===== config.mk =====
export PLATFORM = sky130hd
export DESIGN_NAME = tree_serializer_scheduler_flat
export DESIGN_NICKNAME = d
export VERILOG_FILES = /design/src/rtl/tree_serializer_scheduler_if.sv /design/src/rtl/tree_serializer_scheduler.sv /design/src/flat_wrapper.sv
export SDC_FILE = /design/constraint.sdc
export NUM_CORES = 1
export LEC_CHECK = 0
export BUFFER_PORTS_ARGS = -buffer_cell sky130_fd_sc_hd__buf_2
export CAP_MARGIN = 20
export CORE_MARGIN = 3
export CORE_UTILIZATION = 43
export CTS_BUF_LIST = sky130_fd_sc_hd__clkbuf_16
export DETAILED_ROUTE_END_ITERATION = 8
export HOLD_SLACK_MARGIN = 0.05
export PLACE_DENSITY_LB_ADDON = 0.1
export SYNTH_ARGS = -nofsm -noshare
export SYNTH_HDL_FRONTEND = slang
export SYNTH_SLANG_ARGS = --single-unit

===== constraint.sdc =====
create_clock -name clk -period 2.6 [get_ports clk]
set_clock_uncertainty 0.05 [all_clocks]
set_input_delay 0.52 -clock clk [delete_from_list [all_inputs] [get_ports clk]]
set_output_delay 0.52 -clock clk [all_outputs]
set_load 0.05 [all_outputs]

===== src/rtl/tree_serializer_scheduler_if.sv =====
// Handshake and word bus between the requesters/serializer side and tree_serializer_scheduler.
// Requester-facing valid/ready/data plus the serializer-facing word, load and phase outputs.
`ifndef TREE_FROM
`define TREE_FROM 8
`endif
`ifndef TREE_LOGFROM
`define TREE_LOGFROM 3
`endif

interface tree_serializer_scheduler_if #(
  parameter int FROM    = `TREE_FROM,
  parameter int LOGFROM = `TREE_LOGFROM,
  parameter int NREQ    = 4,
  parameter int LOGNREQ = 2
);
  logic                    enable_i;
  logic [NREQ-1:0]         req_valid_i;
  logic [NREQ*FROM-1:0]    req_data_i;
  logic [NREQ-1:0]         req_ready_o;
  logic [FROM-1:0]         word_o;
  logic                    load_o;
  logic                    word_valid_o;
  logic [LOGNREQ-1:0]      grant_id_o;
  logic [LOGFROM-1:0]      phase_o;

  modport master (
    output enable_i, req_valid_i, req_data_i,
    input  req_ready_o, word_o, load_o, word_valid_o, grant_id_o, phase_o
  );

  modport slave (
    input  enable_i, req_valid_i, req_data_i,
    output req_ready_o, word_o, load_o, word_valid_o, grant_id_o, phase_o
  );
endinterface


===== src/rtl/tree_serializer_scheduler.sv =====
// Round-robin arbiter feeding one FROM-bit word per FROM-cycle period to the tree serializer; TREE_SCHED_IDLE_EN selects idle-word vs repeat-last-word.
// Latency 1 clk from decision cycle (phase FROM-1) to word_o; requesters wait (ready low) until their slot at a decision cycle.
`ifndef TREE_FROM
`define TREE_FROM 8
`endif
`ifndef TREE_LOGFROM
`define TREE_LOGFROM 3
`endif

module tree_serializer_scheduler #(
  parameter int              FROM      = `TREE_FROM,
  parameter int              LOGFROM   = `TREE_LOGFROM,
  parameter int              NREQ      = 4,
  parameter int              LOGNREQ   = 2,
  parameter logic [FROM-1:0] IDLE_WORD = '0
) (
  input  logic                         clk,
  input  logic                         reset,
  tree_serializer_scheduler_if.slave   bus
);

  logic [LOGFROM-1:0] r_phase;
  logic [LOGNREQ-1:0] r_ptr;
  logic               r_load;
  logic [FROM-1:0]    r_word;
  logic               r_word_valid;
  logic [LOGNREQ-1:0] r_grant_id;

  logic               w_dec;
  logic               w_found;
  logic               w_grant;
  logic [LOGNREQ-1:0] w_win;
  logic [LOGNREQ-1:0] w_ptr_nxt;
  int                 w_idx;

  assign w_dec = (r_phase == LOGFROM'(FROM - 1));

  // Rotating priority search starting at r_ptr; first valid requester wins.
  always_comb begin
    w_found = 1'b0;
    w_win   = '0;
    w_idx   = 0;
    for (int i = 0; i < NREQ; i++) begin
      w_idx = int'(r_ptr) + i;
      if (w_idx >= NREQ) begin
        w_idx = w_idx - NREQ;
      end
      if (!w_found && bus.req_valid_i[w_idx]) begin
        w_found = 1'b1;
        w_win   = LOGNREQ'(w_idx);
      end
    end
  end

  assign w_grant   = w_dec && bus.enable_i && w_found;
  assign w_ptr_nxt = (w_win == LOGNREQ'(NREQ - 1)) ? '0 : w_win + LOGNREQ'(1);

  assign bus.req_ready_o = w_grant ? (NREQ'(1) << w_win) : '0;

  always_ff @(posedge clk or negedge reset) begin
    if (!reset) begin
      r_phase      <= '0;
      r_ptr        <= '0;
      r_load       <= 1'b0;
      r_word       <= IDLE_WORD;
      r_word_valid <= 1'b0;
      r_grant_id   <= '0;
    end else begin
      r_phase <= r_phase + LOGFROM'(1);
      // Pulses on every wrap to phase 0; the post-reset phase 0 is not a wrap.
      r_load  <= w_dec;
      if (w_grant) begin
        r_word       <= bus.req_data_i[w_win*FROM +: FROM];
        r_word_valid <= 1'b1;
        r_grant_id   <= w_win;
        r_ptr        <= w_ptr_nxt;
      end else if (w_dec) begin
        r_word_valid <= 1'b0;
`ifdef TREE_SCHED_IDLE_EN
        r_word       <= IDLE_WORD;
`else
        r_word       <= r_word;
`endif
      end
    end
  end

  assign bus.word_o       = r_word;
  assign bus.word_valid_o = r_word_valid;
  assign bus.grant_id_o   = r_grant_id;
  assign bus.phase_o      = r_phase;
  assign bus.load_o       = r_load;

endmodule


===== src/flat_wrapper.sv =====
// flat-port wrapper written by rule: the top's interface ports become plain ports
module tree_serializer_scheduler_flat 
#(
  parameter int              FROM      = `TREE_FROM,
  parameter int              LOGFROM   = `TREE_LOGFROM,
  parameter int              NREQ      = 4,
  parameter int              LOGNREQ   = 2,
  parameter logic [FROM-1:0] IDLE_WORD = '0
)
  (clk, reset, bus_enable_i, bus_req_valid_i, bus_req_data_i, bus_req_ready_o, bus_word_o, bus_load_o, bus_word_valid_o, bus_grant_id_o, bus_phase_o);
  tree_serializer_scheduler_if #(.FROM(FROM), .LOGFROM(LOGFROM), .NREQ(NREQ), .LOGNREQ(LOGNREQ)) bus_i ();
  input  logic clk;
  input  logic reset;
  input wire logic [$bits(bus_i.enable_i)-1:0] bus_enable_i;
  input wire logic [$bits(bus_i.req_valid_i)-1:0] bus_req_valid_i;
  input wire logic [$bits(bus_i.req_data_i)-1:0] bus_req_data_i;
  output wire logic [$bits(bus_i.req_ready_o)-1:0] bus_req_ready_o;
  output wire logic [$bits(bus_i.word_o)-1:0] bus_word_o;
  output wire logic [$bits(bus_i.load_o)-1:0] bus_load_o;
  output wire logic [$bits(bus_i.word_valid_o)-1:0] bus_word_valid_o;
  output wire logic [$bits(bus_i.grant_id_o)-1:0] bus_grant_id_o;
  output wire logic [$bits(bus_i.phase_o)-1:0] bus_phase_o;
  assign bus_i.enable_i = bus_enable_i;
  assign bus_i.req_valid_i = bus_req_valid_i;
  assign bus_i.req_data_i = bus_req_data_i;
  assign bus_req_ready_o = bus_i.req_ready_o;
  assign bus_word_o = bus_i.word_o;
  assign bus_load_o = bus_i.load_o;
  assign bus_word_valid_o = bus_i.word_valid_o;
  assign bus_grant_id_o = bus_i.grant_id_o;
  assign bus_phase_o = bus_i.phase_o;
  tree_serializer_scheduler #(.FROM(FROM), .LOGFROM(LOGFROM), .NREQ(NREQ), .LOGNREQ(LOGNREQ), .IDLE_WORD(IDLE_WORD)) u_core (.clk(clk), .reset(reset), .bus(bus_i));
endmodule

# Word-level counts from Yosys, hierarchy flattened
# Index checks and enable logic that the tools add are counted.
[classes]
add_sub_neg = 9
order_cmp = 8
n_eq_ne = 2
shifts = 2
n_mux = 28
n_reduce_logical = 9
[op_table]
columns = ["operator", "count"]
rows = [
  ["$lt 32x4->1 const B", 4],
  ["$mux 32", 4],
  ["$ge 32x4->1 const B", 3],
  ["$sub 32x4->32 const B", 3],
  ["$shiftx 32x6->8", 1],
  ["$mux 1", 14],
  ["$mux 2", 5],
  ["$bmux 1 s2", 4],
  ["$add 2x2->3 const B", 2],
  ["$logic_and 1x1->1", 5],
  ["$mux 4", 1],
  ["$shl 1x2->4 const A", 1],
  ["$sub 2x3->4 const B", 1],
  ["$add 2x1->3 const B", 1],
  ["$add 3x1->3 const B", 1],
  ["$eq 3x3->1 const B", 1],
  ["$ge 2x3->1 const B", 1],
  ["$logic_not 1->1", 3],
  ["$add 2x1->2 const B", 1],
  ["$eq 2x2->1 const B", 1],
  ["$reduce_bool 2->1", 1],
]
[totals]
regBits = 17
in_bits = 39
out_inout_bits = 19
wordCells = 64

# Longest topological paths before layout
[logic_depth]
depth_word = 17
mapped_depth = 6
depth_no_buf = 6

# Worst setup path after synthesis
# Ideal clock, no wire load.
[synth_path]
path_type = "flip-flop to output port"
start = "register u_core.r_phase[0] (netlist: u_core.bus.phase_o[0])"
end = "output bus_req_ready_o[1]"
t_arrival_ns = 2.579
required_ns = 2.030
path_slack_ns = -0.549
stages_incl_launch_ff = 6
path_buffers = 1
path_cell_list = "dfrtp_1 -> ha_1 -> ha_1 -> o311ai_2 -> clkbuf_1 -> nor3_1"
[synth_between]
elab_chain_len = 4
[synth_rtl]
columns = ["item", "line_no", "source"]
rows = [
  ["start: declaration", "tree_serializer_scheduler.sv:22", "logic [LOGFROM-1:0] r_phase;"],
  ["start signal: assignment", "tree_serializer_scheduler.sv:69", "r_phase <= r_phase + LOGFROM'(1);"],
  ["$eq 3x3->1", "tree_serializer_scheduler.sv:36", "assign w_dec = (r_phase == LOGFROM'(FROM - 1));"],
  ["net u_core.w_dec", "tree_serializer_scheduler.sv:29", "logic w_dec;"],
  ["$logic_and 1x1->1 (2 in series)", "tree_serializer_scheduler.sv:55", "assign w_grant = w_dec && bus.enable_i && w_found;"],
  ["$mux 4", "tree_serializer_scheduler.sv:58", "assign bus.req_ready_o = w_grant ? (NREQ'(1) << w_win) : '0;"],
  ["end: declaration", "flat_wrapper.sv:17", "output wire logic [$bits(bus_i.req_ready_o)-1:0] bus_req_ready_o;"],
]
# The timed path passes the listed nets, and every way through them passes these cells.

# Worst setup path after layout
[layout_path]
start = "input bus_req_valid_i[2]"
end = "output bus_req_ready_o[2]"
[layout_between]
elab_chain_len = 15
elab_cells_between_ends = 29
classes_between = "shift (1); mux (21); reduce/logical (7)"
[layout_rtl]
columns = ["item", "line_no", "source"]
rows = [
  ["start: declaration", "flat_wrapper.sv:15", "input wire logic [$bits(bus_i.req_valid_i)-1:0] bus_req_valid_i;"],
  ["$bmux 1 s2", "tree_serializer_scheduler.sv:48", "if (!w_found && bus.req_valid_i[w_idx]) begin"],
  ["$mux 1 (implied by the code) (2 in series)", "tree_serializer_scheduler.sv:48", ""],
  ["$mux 1", "tree_serializer_scheduler.sv:48", ""],
  ["$logic_not 1->1", "tree_serializer_scheduler.sv:48", ""],
  ["$logic_and 1x1->1", "tree_serializer_scheduler.sv:48", ""],
  ["$mux 1", "tree_serializer_scheduler.sv:48", ""],
  ["$logic_not 1->1", "tree_serializer_scheduler.sv:48", ""],
  ["$logic_and 1x1->1", "tree_serializer_scheduler.sv:48", ""],
  ["$mux 1", "tree_serializer_scheduler.sv:48", ""],
  ["$logic_not 1->1", "tree_serializer_scheduler.sv:48", ""],
  ["$logic_and 1x1->1", "tree_serializer_scheduler.sv:48", ""],
  ["$mux 2 or $mux 1 (tied branches)", "tree_serializer_scheduler.sv:48", ""],
  ["$shl 1x2->4 or $logic_and 1x1->1 (tied branches)", "tree_serializer_scheduler.sv:58, tree_serializer_scheduler.sv:55", ""],
  ["$mux 4 *", "tree_serializer_scheduler.sv:58", ""],
]
# Mark *: on every way between the ends. The rest lies on a longest branch, timed or not. The select of a mux whose other input is x is not followed.

==> out/metrics.cfg <==
[outcome]
outcome = finished clean

[sta]
fin_crit_sh = 0.9589
max_freq_ghz = 0.4011
hold_viol = 0
fin_ws_ns = 0.1069
setup_viol = 0
rsz0062_at_grt = no
drv_slew = 0
tightest_slew_ns = 0.5955
relSlewSlack = 0.6015
layout_min_cycle_time_ns = 2.493
final.setup.tns_ns = 0
holdWs_ns = 0.1375

[drt]
drt-pass1-iter-count = 4
drt-initial-drc-count = 16
drc = 0
via_per_inst = 5.573
routedWlPerCell_um = 14.64
postRouteWirelength_um = 2811
ant_nets = 0
vias = 1070

[synthesis]
syn_inst = 98
synth-main-ff-cell = dfrtp_1
syn_avg_cell_area_sq_um = 10.55
synth-seq-cells = 17
synth_top_cell_by_area = dfrtp_1
synth-edff-count = 0
synthArstFlopShare = 1.000
syn-cell-area_sq_um = 1033
yosys-top-cells-area = dfrtp_1 (41%), a221o_1 (7.7%), mux2_4 (5.8%)
ys_types = 34
syn_nets = 139
synth_top_area_frac = 0.4116
yosys_warnings = 0
ys_seq_area_frac = 0.4116

[place]
place_hpwl_um = 2113
dpl_cell_area_sq_um = 1383
gp_congestion = 0.8057
io_buffer_count = 57
post-place-ws_ns = -0.01669

[power]
power.density_nw_per_um2 = 913.7
peakVddDrop_mv = 0.5380
p_leak_uw = 0.0007770

[setup_path]
critPathCaptureType = output pin
critPathKind = primary input to output pin
path_max_fanout = 4
required_ns = 2.03
startpoint_type = primary input
crit_arrival_ns = 1.92
rr_worst_depth = 6

[clock_network]
tritoncts = done
cts_buffers = 3
cts_root_buf = clkbuf_16
numClockSinks = 17
worstSkewPairLatency_ns = 0.25
htree_levels = 1
cts_buffer_depth = 2
clk_pin_slew_ns = 0.05

[cells_and_area]
final_net_count = 206
final_util = 0.6604
mostFrequentLayoutCell = buf_2
final_area_sq_um = 1489
area_delta_synth_final_pct = 44.07
layout_common_cells = buf_2 (58), dfrtp_1 (17), o21ai_0 (10), a21oi_1 (9)
num_antenna_cells = 0
drive_gt1_frac = 0.5244
fillerInstances = 206

[job]
cap_violations = 0

[die]
boundaryPins = 58
die-area_sq_um = 3028
fp.dieH_um = 55.03
initial_core_util = 0.4584
coreArea_sq_um = 2255
die_x_um = 55.03
rows = 17

[grt]
grt_use_total = 0.2044
grt_overflow_total = 0
grt_max_degree = 18
grt_pass1_wl_um = 4333
grt_pass1_vias = 956
antenna_found_initial = 0

[min_path]
holdCritPathClass = primary input to async pin

## registers in the layout, indices dropped and copies added, names as in the netlist
register	flops
u_core.bus.grant_id_o	2
u_core.bus.load_o	1
u_core.bus.phase_o	3
u_core.bus.word_o	8
u_core.bus.word_valid_o	1
u_core.r_ptr	2
## path summary, 6_finish.rpt
check | startpoint | endpoint | slack (ns)
max reg2reg | u_core.r_ptr[0]$_DFFE_PN0P_ | u_core.bus.word_o[6]$_DFFE_PN0P_ | 0.45
max in group asynchronous | reset | u_core.bus.grant_id_o[1]$_DFFE_PN0P_ | 2.09
min in group clk | u_core.bus.phase_o[0]$_DFF_PN0_ | u_core.bus.phase_o[0]$_DFF_PN0_ | 0.39
max | bus_req_valid_i[2] | bus_req_ready_o[2] | 0.11
min | reset | u_core.bus.word_o[0]$_DFFE_PN0P_ | 0.14
min reg2reg | u_core.bus.phase_o[0]$_DFF_PN0_ | u_core.bus.phase_o[0]$_DFF_PN0_ | 0.39
## cell usage after synthesis, types with 2 or more instances
cell type,number
o21ai_0,10
nor2_1,3
nand3_1,8
nand2_1,3
nor2b_1,2
inv_1,4
a221o_1,8
ha_1,2
dfrtp_1,17
a21oi_1,9
and3_1,2
mux2_2,4
nor3_1,2
mux2_4,4
## cell type report
cell class                 instances  area [sq um]  area share
clock buffer                       3         75.07     0.05042
timing repair buffer              65         342.8      0.2303
sequential                        17         425.4      0.2857
multi-input combinational         74         591.8      0.3975
tap                               28         35.03     0.02353
inverter                           4         15.01     0.01008
clock inverter                     1         3.754    0.002521
## logic make-up after synthesis
group,count (synthesis),synth area share
DFF,17,0.4116
buffers and inverters,7,0.03268
adders and majority gates,2,0.02421
muxes,8,0.1017
and+or+nand+nor,25,0.1477
xor gates and xnor gates,1,0.008476
AOI/OAI and AO/OA,38,0.2736
## power breakdown
| group | total [uW] | internal (uW) | switching, uW |
|---|---|---|---|
| Sequential | 387 | 332 | 54.9 |
| Clock | 299 | 204 | 95.2 |
| Combinational | 674 | 258 | 416 |
| Total | 1360 | 794 | 566 |
## metal layers
metal	share of wire	GRT usage	up-vias
met5	0	0	-
met4	0.016	0.09717	0
met3	0.075	0.03217	6
met2	0.48	0.3307	46
met1	0.43	0.2650	506
li1	-	-	512
## stage by stage
step | std cells | power [uW]
final | 192 | 1360
after CTS | 189 | 1348
after floorplan | 98 | 876.2
after detailed placement | 185 | 1046
after global placement | 185 | 1032
after global routing | 192 | 1438
## critical path, stage by stage
cell	delay, ns
buf_2	0.12
nor2b_1	0.30
a21boi_1	0.33
o31a_1	0.25
and3_1	0.16
buf_2	0.25
## timing repair
action / CTS / global route
gates resized for setup: 0 / 3
buffers inserted: 0 / 2
endpoints found under the setup margin: 0 / 3
hold buffers: 0 / 0
Note: power is estimated with default switching activity, not from simulation.
